File: config.mk
export PLATFORM = sky130hd
export DESIGN_NAME = servo_sweep_multi_flat
export DESIGN_NICKNAME = d
export VERILOG_FILES = /design/src/rtl/servo_sweep_multi_if.sv /design/src/rtl/servo_sweep_multi.sv /design/src/flat_wrapper.sv
export SDC_FILE = /design/constraint.sdc
export NUM_CORES = 1
export LEC_CHECK = 0
export CORE_UTILIZATION = 45
export CTS_CLUSTER_DIAMETER = 200
export DETAILED_ROUTE_END_ITERATION = 12
export DONT_BUFFER_PORTS = 1
export GPL_TIMING_DRIVEN = 1
export MAX_ROUTING_LAYER = met4
export PLACE_DENSITY = 0.67
export SETUP_SLACK_MARGIN = 0.1
export SYNTH_ARGS = -nofsm -noshare
export SYNTH_HDL_FRONTEND = slang
export SYNTH_SLANG_ARGS = --single-unit
File: constraint.sdc
create_clock -name mclk -period 4.25 [get_ports mclk]
set_input_delay 0.2125 -clock mclk [delete_from_list [all_inputs] [get_ports mclk]]
set_output_delay 0.2125 -clock mclk [all_outputs]
set_load 0.02 [all_outputs]
File: src/rtl/servo_sweep_multi_if.sv
// servo_sweep_multi_if: control inputs and status/PWM outputs of the multi-channel servo sweeper.
// Latency: none, wires only; timing is set by the module driving the slave side.
// Backpressure: none; every signal is a level, sampled or driven each mclk cycle.
interface servo_sweep_multi_if #(
  parameter int NCH   = 4,
  parameter int CNT_W = 15,
  parameter int POS_W = 12,
  parameter int SEL_W = (NCH > 1) ? $clog2(NCH) : 1
);
  logic [NCH-1:0]       toggle;
  logic [NCH-1:0]       freeze;
  logic [SEL_W-1:0]     sel;
  logic [NCH-1:0]       pwm;
  logic                 frame_tick;
  logic [CNT_W-1:0]     counter;
  logic [NCH*POS_W-1:0] pos_flat;
  logic [15:0]          data_out;
  logic [NCH-1:0]       Led;

  modport master (
    output toggle, freeze, sel,
    input  pwm, frame_tick, counter, pos_flat, data_out, Led
  );

  modport slave (
    input  toggle, freeze, sel,
    output pwm, frame_tick, counter, pos_flat, data_out, Led
  );
endinterface

File: src/rtl/servo_sweep_multi.sv
// servo_sweep_multi: one shared frame counter, NCH servo channels ramping by STEP per frame, PWM = PULSE_MIN+pos.
// Latency: new position and pwm take effect at the wrap edge; data_out follows sel after 1 cycle.
// Backpressure: none, free-running. Define SERVO_INPUT_SYNC_EN to add 2-flop toggle/freeze synchronisers.
module servo_sweep_multi #(
  parameter int NCH         = 4,
  parameter int FRAME_TICKS = 20000,
  parameter int CNT_W       = 15,
  parameter int PULSE_MIN   = 1000,
  parameter int POS_MAX     = 1000,
  parameter int STEP        = 10,
  parameter int POS_W       = 12
) (
  input  logic               mclk,
  input  logic               rst,
  servo_sweep_multi_if.slave bus
);

  // One extra bit so PULSE_MIN+pos can never wrap inside the compare.
  localparam int CMP_W = ((CNT_W > POS_W) ? CNT_W : POS_W) + 1;
  localparam int SEL_W = (NCH > 1) ? $clog2(NCH) : 1;

  localparam logic [CNT_W-1:0] LAST_CNT    = CNT_W'(FRAME_TICKS - 1);
  localparam logic [POS_W-1:0] POS_MAX_V   = POS_W'(POS_MAX);
  localparam logic [POS_W-1:0] STEP_V      = POS_W'(STEP);
  localparam logic [CMP_W-1:0] PULSE_MIN_V = CMP_W'(PULSE_MIN);

  logic [CNT_W-1:0] r_counter;
  logic [CNT_W-1:0] w_counter_next;
  logic             w_wrap;

  logic [NCH-1:0]   w_toggle;
  logic [NCH-1:0]   w_freeze;

  logic [POS_W-1:0] r_pos      [NCH];
  logic [POS_W-1:0] w_pos_next [NCH];
  logic [POS_W-1:0] w_pos_up   [NCH];
  logic [7:0]       r_idx      [NCH];
  logic [7:0]       w_idx_next [NCH];
  logic [NCH-1:0]   r_dir;
  logic [NCH-1:0]   r_frz;
  logic [NCH-1:0]   w_dir_next;
  logic [NCH-1:0]   w_frz_next;

  logic [NCH-1:0]   r_pwm;
  logic [NCH-1:0]   w_pwm_next;

  logic [15:0]      r_data_out;
  logic [15:0]      w_status;

`ifdef SERVO_INPUT_SYNC_EN
  logic [NCH-1:0] r_tog_s1;
  logic [NCH-1:0] r_tog_s2;
  logic [NCH-1:0] r_frz_s1;
  logic [NCH-1:0] r_frz_s2;

  // Two-flop synchronisers for the asynchronous toggle/freeze pins.
  always_ff @(posedge mclk or posedge rst) begin
    if (rst) begin
      r_tog_s1 <= '0;
      r_tog_s2 <= '0;
      r_frz_s1 <= '0;
      r_frz_s2 <= '0;
    end else begin
      r_tog_s1 <= bus.toggle;
      r_tog_s2 <= r_tog_s1;
      r_frz_s1 <= bus.freeze;
      r_frz_s2 <= r_frz_s1;
    end
  end

  assign w_toggle = r_tog_s2;
  assign w_freeze = r_frz_s2;
`else
  assign w_toggle = bus.toggle;
  assign w_freeze = bus.freeze;
`endif

  assign w_wrap         = (r_counter == LAST_CNT);
  assign w_counter_next = w_wrap ? '0 : r_counter + CNT_W'(1);

  // Shared frame counter, wraps to 0 after FRAME_TICKS-1.
  always_ff @(posedge mclk or posedge rst) begin
    if (rst) begin
      r_counter <= '0;
    end else begin
      r_counter <= w_counter_next;
    end
  end

  // Per-channel next state: inputs only matter on the wrap edge; ramps clamp at 0 and POS_MAX.
  always_comb begin
    for (int i = 0; i < NCH; i++) begin
      w_pos_next[i] = r_pos[i];
      w_idx_next[i] = r_idx[i];
      w_dir_next[i] = r_dir[i];
      w_frz_next[i] = r_frz[i];
      w_pos_up[i]   = r_pos[i] + STEP_V;
      if (w_wrap) begin
        w_dir_next[i] = w_toggle[i];
        w_frz_next[i] = w_freeze[i];
        if (!w_freeze[i]) begin
          if (w_toggle[i]) begin
            if (r_pos[i] < POS_MAX_V) begin
              w_pos_next[i] = (w_pos_up[i] > POS_MAX_V) ? POS_MAX_V : w_pos_up[i];
              w_idx_next[i] = r_idx[i] + 8'd1;
            end
          end else if (r_pos[i] != '0) begin
            w_pos_next[i] = (r_pos[i] > STEP_V) ? (r_pos[i] - STEP_V) : '0;
            w_idx_next[i] = r_idx[i] - 8'd1;
          end
        end
      end
    end
  end

  // PWM decision uses next-state counter/position so the registered pulse lines up with the counter.
  always_comb begin
    for (int i = 0; i < NCH; i++) begin
      w_pwm_next[i] = (CMP_W'(w_counter_next) < (PULSE_MIN_V + CMP_W'(w_pos_next[i])));
    end
  end

  // Channel position, step index and flags.
  always_ff @(posedge mclk or posedge rst) begin
    if (rst) begin
      for (int i = 0; i < NCH; i++) begin
        r_pos[i] <= '0;
        r_idx[i] <= '0;
      end
      r_dir <= '0;
      r_frz <= '0;
    end else begin
      for (int i = 0; i < NCH; i++) begin
        r_pos[i] <= w_pos_next[i];
        r_idx[i] <= w_idx_next[i];
      end
      r_dir <= w_dir_next;
      r_frz <= w_frz_next;
    end
  end

  // Registered PWM outputs.
  always_ff @(posedge mclk or posedge rst) begin
    if (rst) begin
      r_pwm <= '0;
    end else begin
      r_pwm <= w_pwm_next;
    end
  end

  // Status word of the selected channel; out-of-range selects show the idle pattern.
  always_comb begin
    w_status = 16'h4000;
    for (int i = 0; i < NCH; i++) begin
      if (bus.sel == SEL_W'(i)) begin
        w_status = {2'b01, 2'b00, r_idx[i][7:4], 2'b00, r_idx[i][3:0], r_dir[i], r_frz[i]};
      end
    end
  end

  // Status word register, refreshed every cycle.
  always_ff @(posedge mclk or posedge rst) begin
    if (rst) begin
      r_data_out <= 16'h4000;
    end else begin
      r_data_out <= w_status;
    end
  end

  assign bus.pwm        = r_pwm;
  assign bus.frame_tick = (r_counter == '0);
  assign bus.counter    = r_counter;
  assign bus.data_out   = r_data_out;
  assign bus.Led        = bus.toggle;

  for (genvar g = 0; g < NCH; g++) begin : g_pos_flat
    assign bus.pos_flat[g*POS_W +: POS_W] = r_pos[g];
  end

endmodule
File: src/flat_wrapper.sv
// flat-port wrapper written by rule: the top's interface ports become plain ports
module servo_sweep_multi_flat 
#(
  parameter int NCH         = 4,
  parameter int FRAME_TICKS = 20000,
  parameter int CNT_W       = 15,
  parameter int PULSE_MIN   = 1000,
  parameter int POS_MAX     = 1000,
  parameter int STEP        = 10,
  parameter int POS_W       = 12
)
  (mclk, rst, bus_toggle, bus_freeze, bus_sel, bus_pwm, bus_frame_tick, bus_counter, bus_pos_flat, bus_data_out, bus_Led);
  servo_sweep_multi_if #(.NCH(NCH), .CNT_W(CNT_W), .POS_W(POS_W)) bus_i ();
  input  logic mclk;
  input  logic rst;
  input wire logic [$bits(bus_i.toggle)-1:0] bus_toggle;
  input wire logic [$bits(bus_i.freeze)-1:0] bus_freeze;
  input wire logic [$bits(bus_i.sel)-1:0] bus_sel;
  output wire logic [$bits(bus_i.pwm)-1:0] bus_pwm;
  output wire logic [$bits(bus_i.frame_tick)-1:0] bus_frame_tick;
  output wire logic [$bits(bus_i.counter)-1:0] bus_counter;
  output wire logic [$bits(bus_i.pos_flat)-1:0] bus_pos_flat;
  output wire logic [$bits(bus_i.data_out)-1:0] bus_data_out;
  output wire logic [$bits(bus_i.Led)-1:0] bus_Led;
  assign bus_i.toggle = bus_toggle;
  assign bus_i.freeze = bus_freeze;
  assign bus_i.sel = bus_sel;
  assign bus_pwm = bus_i.pwm;
  assign bus_frame_tick = bus_i.frame_tick;
  assign bus_counter = bus_i.counter;
  assign bus_pos_flat = bus_i.pos_flat;
  assign bus_data_out = bus_i.data_out;
  assign bus_Led = bus_i.Led;
  servo_sweep_multi #(.NCH(NCH), .FRAME_TICKS(FRAME_TICKS), .CNT_W(CNT_W), .PULSE_MIN(PULSE_MIN), .POS_MAX(POS_MAX), .STEP(STEP), .POS_W(POS_W)) u_core (.mclk(mclk), .rst(rst), .bus(bus_i));
endmodule
==> results.toml, run 1 <==
[clock_tree]
cts_tree = "done"
cts-root-buf = "clkbuf_16"
cts_buffer_depth = 2
cts-buffers-inserted = 17
cts_num_sinks = 117
clkLatencyLatePin_ns = 0.42
path_clk_slew_ns = 0.06
ctsHtreeMaxLevel = 4

[setup_path]
crit_path_end_kind = "flip-flop"
worstSetupPathType = "reg -> reg"
critPathMaxStageDelay_ns = 0.50
reg2reg_depth = 16
startpoint = "u_core.bus.counter[8]"
critPathCapture = "u_core.bus.pwm[2]"
r2r_start = "u_core.bus.counter[8]"
worst_setup_path_start_kind = "flip-flop"
cp.required_ns = 4.55
cpMostUsedCell = "nor4_4"
cp_cell_sequence = "nor4_4 > buf_4 > nand4_1 > or2_4 > buf_6 > or4_4 > a21boi_4 > nor4_4 > and3b_1 > xnor2_1 > ha_1 > nand3_1 > or3_1 > o211a_1 > o31ai_1 > o21ai_1"
r2r-end = "u_core.bus.pwm[2]"
arrival_ns = 4.37
r2r_setup_slack_ns = 0.18
slowest_stage = "or4_4"
critPathMaxFanout = 11

[detailed_routing]
post_drt_wl_per_cell_um = 19.84
via_per_inst = 6.087
routed_wl_um = 34050
ant_nets = 0
drt_iter0_markers = 850
drtPass1Iterations = 5
vias = 10450
route.detailed.drc = 0

[die]
die_y_um = 155
core_area_sq_um = 22780
start_util_pct = 46.25
fp-row-count = 55
io-pin-count = 100
die_area_sq_um = 24030
die_w_um = 155

[timing]
setup_viol = 0
fmax_ghz = 0.2460
holdWs_ns = 0.01524
drv_slew = 0
hold_viol = 0
fin_crit_ns = 4.066
finalCritPeriodShare_pct = 95.67
relSlewSlack_pct = 35.91
rsz0062_at_grt = "true"
worstMarginPinSlew_ns = 0.9614
clock_skew_ns = 0.008985

[global_routing]
grt_pass1_vias = 9783
grtUsageTotal_pct = 28.75
grt_max_degree = 70
grt_remaining_overflow = 0
grt_pass1_wl_um = 52560
antenna_found_initial = 0

[layout]
nNetsFinal = 1496
regArea_sq_um = 2943
drive_above_1_share_pct = 26.09
n_antenna_cell = 0
fillers = 1971
multi_input_area_sq_um = 7684
area_growth_pct = 26.82

[logic_synthesis]
yosysTopAreaCell = "dfrtp_1"
synthFlopType = "dfrtp_1"
yosys_warnings = 0
synthTopCellsByCount = "dfrtp_1, nand2_1, ha_1"
syn_inst = 1237
synth_edf_count = 0
avgSynthCellArea_sq_um = 8.516
synthArstFlopShare_pct = 100.0
ys_types = 85
synth_area_leaders = "dfrtp_1, ha_1, xnor2_1"
synth.top_cell.area_share_pct = 27.79
syn_area_sq_um = 10530
yosysMostFrequentCell = "dfrtp_1"
seq_area_frac_synth_pct = 27.79
synth_seq_cells = 117

[flow_run]
max_cap_violations = 0

[placed_design]
dpl.hpwl_um = 25210
routabilityCongestion = 1.004
io_buffers = 0

[hold_path]
worstHoldPathType = "in -> reg"
min-delay-start = "bus_sel[0]"

[power]
power.total_w = 0.002968
p_leak_nw = 5.911
max-vdd-ir-drop_mv = 0.2437
p_per_area_nw_per_um2 = 222.2

[outcome]
status = "finished, final reports clean"
-- stage by stage --
stage / util (%) / setup WS (ns) / cell area, sq um / instances / setup TNS (ns)
2_1_floorplan: - / 0.1142 / 10570 / 1241 / 0
3_3_place_gp: 52.12 / 0.06405 / 11870 / 1648 / 0
3_5_place_dp: 52.12 / -0.1870 / 11870 / 1648 / -0.2022
4_1_cts: 55.40 / 0.05579 / 12620 / 1690 / 0
5_1_grt: 58.65 / -0.04667 / 13360 / 1716 / -0.06729
6_report: 58.65 / 0.1842 / 13360 / 1716 / 0
-- worst min path at each step --
| stage | endpoint | slack, ns | depth (start not counted) |
|---|---|---|---|
| 4_1_cts | u_core.bus.data_out[10] | 0.005 | 1 |
| 5_1_grt | u_core.bus.data_out[8] | 0.005 | 1 |
| 6_report | u_core.bus.data_out[11] | 0.02 | 1 |
| 3_3_place_gp | u_core.bus.pos_flat[17] | 0.23 | 1 |
| 2_1_floorplan | u_core.r_frz[2] | 0.32 | 2 |
| 3_5_place_dp | u_core.r_idx[14] | 0.24 | 1 |
-- cell usage in the layout (no fill, tap or decap), types with 17 or more instances in the layout --
cell type | Yosys | layout
xnor2_1 | 52 | 51
nor4_1 | 22 | 18
buf_4 | 10 | 179
nand4_1 | 22 | 22
dfrtp_1 | 117 | 105
clkbuf_16 | 0 | 17
nand2_1 | 103 | 103
o21a_1 | 25 | 24
ha_1 | 90 | 83
xor2_1 | 33 | 32
nor3_1 | 31 | 26
nand3_1 | 34 | 31
a21o_1 | 20 | 20
inv_1 | 57 | 54
o21ai_0 | 79 | 68
nor2_1 | 87 | 84
a21oi_1 | 69 | 60
-- power by group --
group / total, W / internal, W / switching [W]
sequential: 0.00115 / 0.00113 / 0.0000229
clock: 0.00147 / 0.000880 / 0.000591
combinational: 0.000343 / 0.000143 / 0.000200
total: 0.00297 / 0.00215 / 0.000814
-- critical path, delay by kind of cell, from the launching register on --
kind	cells	cell delay [ns]
AO/OA/AOI/OAI	4	0.61
XOR/XNOR	1	0.13
adder cells (fa/ha/maj)	1	0.32
buffers and inverters	2	0.33
flip-flops	1	0.42
AND/OR/NAND/NOR	8	2.14
-- cells by family (layout without fill, tap and decap cells) --
logic type	count (synthesis)	in the layout	share of synthesized area [%]
AO/OA/AOI/OAI	358	358	23.27
buffers and inverters	124	286	4.894
flip-flops	117	117	27.79
adder cells (fa/ha/maj)	94	94	11.45
multiplexers	28	28	3.979
AND/OR/NAND/NOR	429	429	21.48
XOR/XNOR	85	85	7.067
other	2	6	0.07129
-- state kept, by name, summed over array words and instances, names as in the netlist --
signal / cells
u_core.bus.pos_flat: 48
u_core.r_idx: 32
u_core.bus.counter: 15
u_core.bus.data_out: 10
u_core.bus.pwm: 4
u_core.r_dir: 4
u_core.r_frz: 4
-- metal layers --
layer / routed length, um / global-route usage [%] / vias to the layer above
met4: 564 / 6.648 / 0
met5: 0 / - / -
met1: 14930 / 37.92 / 5084
met3: 2677 / 6.212 / 40
met2: 15880 / 45.07 / 397
li1: - / - / 4924
-- timing repair --
item,in CTS,in global routing
resized for setup,16,120
hold buffers,6,2
buffers inserted,4,23
gates cloned,0,1
pin swaps,5,39
hold endpoints to repair,61,2
endpoints found under the setup margin,3,4
-- layout make-up --
type | instances | share of cell area (%)
repair buffers | 195 | 11.42
flip-flops and latches | 117 | 22.03
multi-input cells | 1000 | 57.52
clock inverters | 14 | 1.218
clock buffers | 18 | 3.213
inverters | 59 | 1.676
well taps | 313 | 2.932
No activity file was read; power rests on OpenSTA's default activity.
==> inputs of run 2 (changes only) <==
--- a/config.mk
+++ b/config.mk
@@ -5,13 +5,13 @@
 export SDC_FILE = /design/constraint.sdc
 export NUM_CORES = 1
 export LEC_CHECK = 0
+export BUFFER_PORTS_ARGS = -buffer_cell sky130_fd_sc_hd__buf_2
 export CORE_UTILIZATION = 45
 export CTS_CLUSTER_DIAMETER = 200
 export DETAILED_ROUTE_END_ITERATION = 12
-export DONT_BUFFER_PORTS = 1
 export GPL_TIMING_DRIVEN = 1
 export MAX_ROUTING_LAYER = met4
-export PLACE_DENSITY = 0.67
+export PLACE_DENSITY = 0.71
 export SETUP_SLACK_MARGIN = 0.1
 export SYNTH_ARGS = -nofsm -noshare
 export SYNTH_HDL_FRONTEND = slang
==> run 2 against run 1 <==
Effect of this change:
- design area barely moved
- die area unchanged
- routed wire length rose by 0.23%
- total power rose by 3.3%
- sequential power about the same
- hold slack better by 0.12 ns
- combinational power up 8.2%
- sequential share of layout area is 0.083 points higher
- first-iteration DRC count is 7.4% lower
- non-clock buffer count is 37 higher
==> results.toml, run 2 (same netlist as run 1, synthesis figures left out) <==
[global_routing]
grt_pass1_wl_um = 53190
grtUsageTotal_pct = 29.15
antenna_found_initial = 0
grt_remaining_overflow = 0
grt_pass1_vias = 9982
grt_max_degree = 53

[power]
max-vdd-ir-drop_mv = 0.2378
p_leak_nw = 6.035
power.switching_w = 0.0008066
seqPwrFrac_pct = 37.7
combPwrFrac_pct = 12.1
pwr-share-clk_pct = 50.2
p_int_w = 0.002260
netSwitchingFraction_pct = 26.30
p_per_area_nw_per_um2 = 229.6

[setup_path]
arrival_ns = 4.46
r2r_setup_slack_ns = 0.13
slowest_stage = "dfrtp_2"
worst_setup_path_start_kind = "flip-flop"
worstSetupPathType = "reg -> reg"
critPathMaxStageDelay_ns = 0.42
reg2reg_depth = 18
cp_cell_sequence = "inv_1 > ha_4 > nor3b_2 > nor4_2 > o311ai_2 > nor2_2 > buf_4 > o41ai_1 > a21oi_1 > nor4_2 > xor2_1 > ha_1 > nor2b_1 > o21ai_1 > nand2b_1 > a22oi_2 > nand4_1 > o21ai_1"
crit_path_end_kind = "flip-flop"
cp.required_ns = 4.60
critPathMaxFanout = 4

[die]
io-pin-count = 100
die_w_um = 155
start_util_pct = 46.25
die_area_sq_um = 24030
die_y_um = 155
core_area_sq_um = 22780
fp-row-count = 55

[timing]
rsz0062_at_grt = "true"
hold_viol = 0
clock_skew_ns = 0.01028
fmax_ghz = 0.2429
holdWs_ns = 0.1305
worstMarginPinSlew_ns = 0.9844
fin_crit_ns = 4.116
setup_viol = 0
relSlewSlack_pct = 34.37
finalCritPeriodShare_pct = 96.85
drv_slew = 0

[hold_path]
worstHoldPathType = "in -> reg"
whs_path_depth = 3

[clock_tree]
cts-buffers-inserted = 17
cts_buffer_depth = 2
ctsHtreeMaxLevel = 4
cts_tree = "done"
clkLatencyLatePin_ns = 0.43
cts-root-buf = "clkbuf_16"
path_clk_slew_ns = 0.06
cts_num_sinks = 117

[layout]
final_cell_mix = "buf_4, nand2_1, dfrtp_1, buf_2, ha_1"
nNetsFinal = 1533
n_antenna_cell = 0
drive_above_1_share_pct = 28.54
area_growth_pct = 26.77
utilization_pct = 58.63
final_common_cell = "buf_4"
largest_reg_flops = 48

[detailed_routing]
vias = 10780
drt_iter0_markers = 787
route.detailed.drc = 0
post_drt_wl_per_cell_um = 19.47
drtPass1Iterations = 5
ant_nets = 0
routed_wl_um = 34130
via_per_inst = 6.147

[placed_design]
routabilityCongestion = 1.002
io_buffers = 93
dpl.hpwl_um = 25070

[flow_run]
max_cap_violations = 0

[outcome]
status = "finished, final reports clean"
-- run 2: worst paths after layout --
kind                                          from                      end
max reg2reg                u_core.bus.pos_flat[13]        u_core.bus.pwm[1]
max                        u_core.bus.pos_flat[13]        u_core.bus.pwm[1]
min reg2reg                       u_core.r_idx[15]         u_core.r_idx[15]
max in group asynchronous                      rst  u_core.bus.pos_flat[28]
min in group asynchronous                      rst  u_core.bus.pos_flat[17]
min                                  bus_freeze[2]          u_core.r_frz[2]
-- run 2: timing repair --
item | 4_1_cts | 5_1_grt
gates resized for setup | 25 | 104
hold buffers | 1 | 0
endpoints found under the hold margin | 50 | 0
setup buffers | 2 | 25
pin swaps | 9 | 37
setup endpoints to repair | 3 | 4
gates cloned | 0 | 1
-- run 2: power by group through the flow --
| stage | clock network (W) | logic [W] | registers (W) |
|---|---|---|---|
| floorplan | 0 | 0.000225 | 0.00118 |
| global placement | 0 | 0.000325 | 0.00117 |
| detailed placement | 0 | 0.000331 | 0.00117 |
| CTS | 0.00155 | 0.000339 | 0.00115 |
| global route | 0.00161 | 0.000408 | 0.00116 |
| finish | 0.00154 | 0.000371 | 0.00116 |
-- run 2: per-layer routing --
metal / vias up / routed length [um] / global-route usage, %
met4: 0 / 987 / 10.04
met2: 469 / 15820 / 45.47
met3: 81 / 2455 / 5.599
met1: 5220 / 14860 / 37.83
li1: 5006 / - / -
met5: - / 0 / -
-- run 2: final cells by class --
type                       instances  area (sq um)
clock buffer                      17         425.4
timing repair buffer             232          1536
inverter                          59         226.5
clock inverter                    15         203.9
tap                              313         391.6
multi-input combinational       1000          7617
fill                            1980          9424
sequential                       117          2953
-- run 2: critical path: cells and delay by family, from the launching register on --
family | cells | cell delay (ns)
XOR/XNOR | 1 | 0.21
AO/OA/AOI/OAI | 6 | 1.44
adder cells (fa/ha/maj) | 2 | 0.50
AND/OR/NAND/NOR | 7 | 1.17
buffers and inverters | 2 | 0.29
flip-flops | 1 | 0.42
-- run 2: metrics by stage --
stage	instance area, sq um	cells	TNS, ns	worst slack, ns	total power [W]
6_report	13350	1753	0	0.1337	0.003066
3_5_place_dp	11960	1692	-0.06440	-0.03960	0.001503
3_3_place_gp	11960	1692	0	0.07433	0.001498
5_1_grt	13350	1753	-0.1895	-0.09697	0.003172
2_1_floorplan	10570	1241	0	0.1142	0.001404
4_1_cts	12710	1727	0	0.08710	0.003040
==> inputs of run 3 (changes only) <==
==> constraint.sdc (replaced) <==
create_clock -name mclk -period 3.5 [get_ports mclk]
set_input_delay 0.175 -clock mclk [delete_from_list [all_inputs] [get_ports mclk]]
set_output_delay 0.175 -clock mclk [all_outputs]
set_load 0.02 [all_outputs]
==> run 3 against run 2 <==
Effect of this change:
- the run now ends with setup timing left
- design area is 17% higher
- total power is 19% higher
- global-route usage is 3.5 points higher
- register-to-register slack worse by 0.69 ns
- clock power is 12% higher
- routed wire length is 12% higher
- final cell count is 17% higher
- clock-buffer cell count stayed put
- largest cell class unchanged
==> results.toml, run 3 (same netlist as run 1, synthesis figures left out) <==
[outcome]
status = "complete, but fails checks"
violations = "setup timing"

[layout]
nNetsFinal = 1826
n_antenna_cell = 0
regArea_sq_um = 2947
final_cell_mix = "buf_4, dfrtp_1, nand2_1, buf_2, ha_1"
fin_area_sq_um = 15590
final_common_cell = "buf_4"
area_growth_pct = 48.03
largest_reg_flops = 48
drive_above_1_share_pct = 40.85
multi_input_area_sq_um = 7704
fillers = 1826

[die]
die_w_um = 155
io-pin-count = 100
start_util_pct = 46.25
die_area_sq_um = 24030
die_y_um = 155
core_area_sq_um = 22780
fp-row-count = 55

[clock_tree]
cts_buffer_depth = 2
path_clk_slew_ns = 0.07
ctsHtreeMaxLevel = 4
cts_tree = "done"
cts-root-buf = "clkbuf_16"
cts_num_sinks = 117
cts-buffers-inserted = 17
clkLatencyLatePin_ns = 0.43

[setup_path]
critPathMaxStageDelay_ns = 0.58
crit_path_end_kind = "flip-flop"
cpMostUsedCell = "buf_4"
cp_cell_sequence = "buf_4 > buf_4 > or4_1 > a21oi_1 > a32oi_1 > a211o_1 > o21ai_0 > buf_4 > ha_4 > nor3_4 > xnor2_1 > ha_1 > a21oi_1 > nor2b_1 > o21ai_1 > nand2b_1 > a221oi_2 > o211ai_1 > a31oi_1"
arrival_ns = 4.39
worst_setup_path_start_kind = "flip-flop"
r2r-end = "u_core.bus.pwm[3]"
critPathCapture = "u_core.bus.pwm[3]"
r2r_start = "u_core.bus.pos_flat[38]"
r2r_setup_slack_ns = -0.55
slowest_stage = "or4_1"
reg2reg_depth = 19
worstSetupPathType = "reg -> reg"
startpoint = "u_core.bus.pos_flat[38]"
cp.required_ns = 3.84
critPathMaxFanout = 6

[placed_design]
dpl-instance-area_sq_um = 14280
pre_cts_slack_ns = -0.6553
io_buffers = 93
routabilityCongestion = 1.049
dpl.hpwl_um = 29400

[detailed_routing]
post_drt_wl_per_cell_um = 18.67
ant_nets = 0
vias = 11690
drtPass1Iterations = 6
routed_wl_um = 38210
drt_iter0_markers = 866
via_per_inst = 5.714
route.detailed.drc = 0

[timing]
finalCritPeriodShare_pct = 115.8
setup_viol = 4
rsz0062_at_grt = "true"
fin_crit_ns = 4.053
relSlewSlack_pct = 36.25
drv_slew = 0
hold_viol = 0
worstMarginPinSlew_ns = 0.9563
fin_ws_ns = -0.5530
clock_skew_ns = 0.01827
fmax_ghz = 0.2467

[flow_run]
max_cap_violations = 0

[power]
p_int_w = 0.002563
pwr-share-clk_pct = 47.3
p_leak_nw = 7.468
combPwrFrac_pct = 14.6
seqPwrFrac_pct = 38.1
power.switching_w = 0.001099
p_per_area_nw_per_um2 = 234.8
max-vdd-ir-drop_mv = 0.2530
netSwitchingFraction_pct = 30.02

[global_routing]
grtUsageTotal_pct = 32.64
antenna_found_initial = 0
grt_pass1_vias = 11420
grt_remaining_overflow = 0
grt_pass1_wl_um = 59760
grt_max_degree = 67

[hold_path]
worstHoldPathType = "in -> reg"
-- run 3: cell count changes in the layout (fill, tap and decap cells not counted), sizes merged --
cell,change
buf,+293
bufinv,-4
clkinv,-2
clkinvlp,-3
inv,+9
-- run 3: stage by stage --
stage	std cells	utilization (%)	hold slack [ns]	TNS, ns	power, W
2_1_floorplan	1241	-	0.2874	-1.789	0.001712
3_3_place_gp	1984	62.70	0.4219	-1.915	0.001910
3_5_place_dp	1984	62.70	0.4365	-2.362	0.001919
4_1_cts	2033	66.53	0.09096	-1.747	0.003655
5_1_grt	2046	68.46	0.1001	-2.697	0.003789
6_report	2046	68.46	0.1067	-1.910	0.003662
-- run 3: area by class of cell --
cell class,count,share of cell area (%)
Clock buffer,17,2.728
Clock inverter,15,0.9789
Inverter,59,1.436
Multi-Input combinational cell,1000,49.40
Sequential cell,117,18.90
Tap cell,313,2.511
Timing Repair Buffer,525,24.05
-- run 3: power groups by stage --
stage / Sequential [W] / Clock (W) / Combinational (W)
2_1_floorplan: 0.00143 / 0 / 0.000280
3_3_place_gp: 0.00142 / 0 / 0.000492
3_5_place_dp: 0.00142 / 0 / 0.000501
4_1_cts: 0.00139 / 0.00175 / 0.000515
5_1_grt: 0.00140 / 0.00181 / 0.000586
6_report: 0.00139 / 0.00173 / 0.000536
-- run 3: what timing repair did --
item,in CTS,in global routing
hold buffers,1,0
pin swaps,25,47
gates resized for setup,44,72
setup buffers,16,16
endpoints found under the setup margin,4,4
hold endpoints to repair,54,0
-- run 3: how the worst min path moves through the flow --
stage	startpoint	to	cells past startpoint	slack [ns]
after floorplan	bus_freeze[2]	u_core.r_frz[2]	2	0.29
after global placement	rst	u_core.bus.data_out[1]	2	0.42
after detailed placement	rst	u_core.bus.data_out[2]	2	0.44
after CTS	bus_freeze[2]	u_core.r_frz[2]	3	0.09
after global routing	bus_freeze[2]	u_core.r_frz[2]	3	0.10
final	bus_freeze[2]	u_core.r_frz[2]	3	0.11
-- run 3: routing by layer --
| layer | routed length (um) | share of wire (%) | global-route usage (%) | vias to the layer above |
|---|---|---|---|---|
| met1 | 16510 | 43 | 42.41 | 5578 |
| met2 | 18050 | 47 | 52.02 | 443 |
| met5 | 0 | 0 | - | - |
| met4 | 1175 | 3.1 | 12.21 | 0 |
| li1 | - | - | - | 5578 |
| met3 | 2474 | 6.5 | 4.206 | 91 |
-- run 3: critical path, delay by kind of cell (launching register included) --
| family | cells | cell delay (ns) |
|---|---|---|
| adder cells (fa/ha/maj) | 2 | 0.44 |
| flip-flops | 1 | 0.41 |
| AND/OR/NAND/NOR | 4 | 0.78 |
| AO/OA/AOI/OAI | 9 | 1.68 |
| buffers and inverters | 3 | 0.49 |
| XOR/XNOR | 1 | 0.16 |
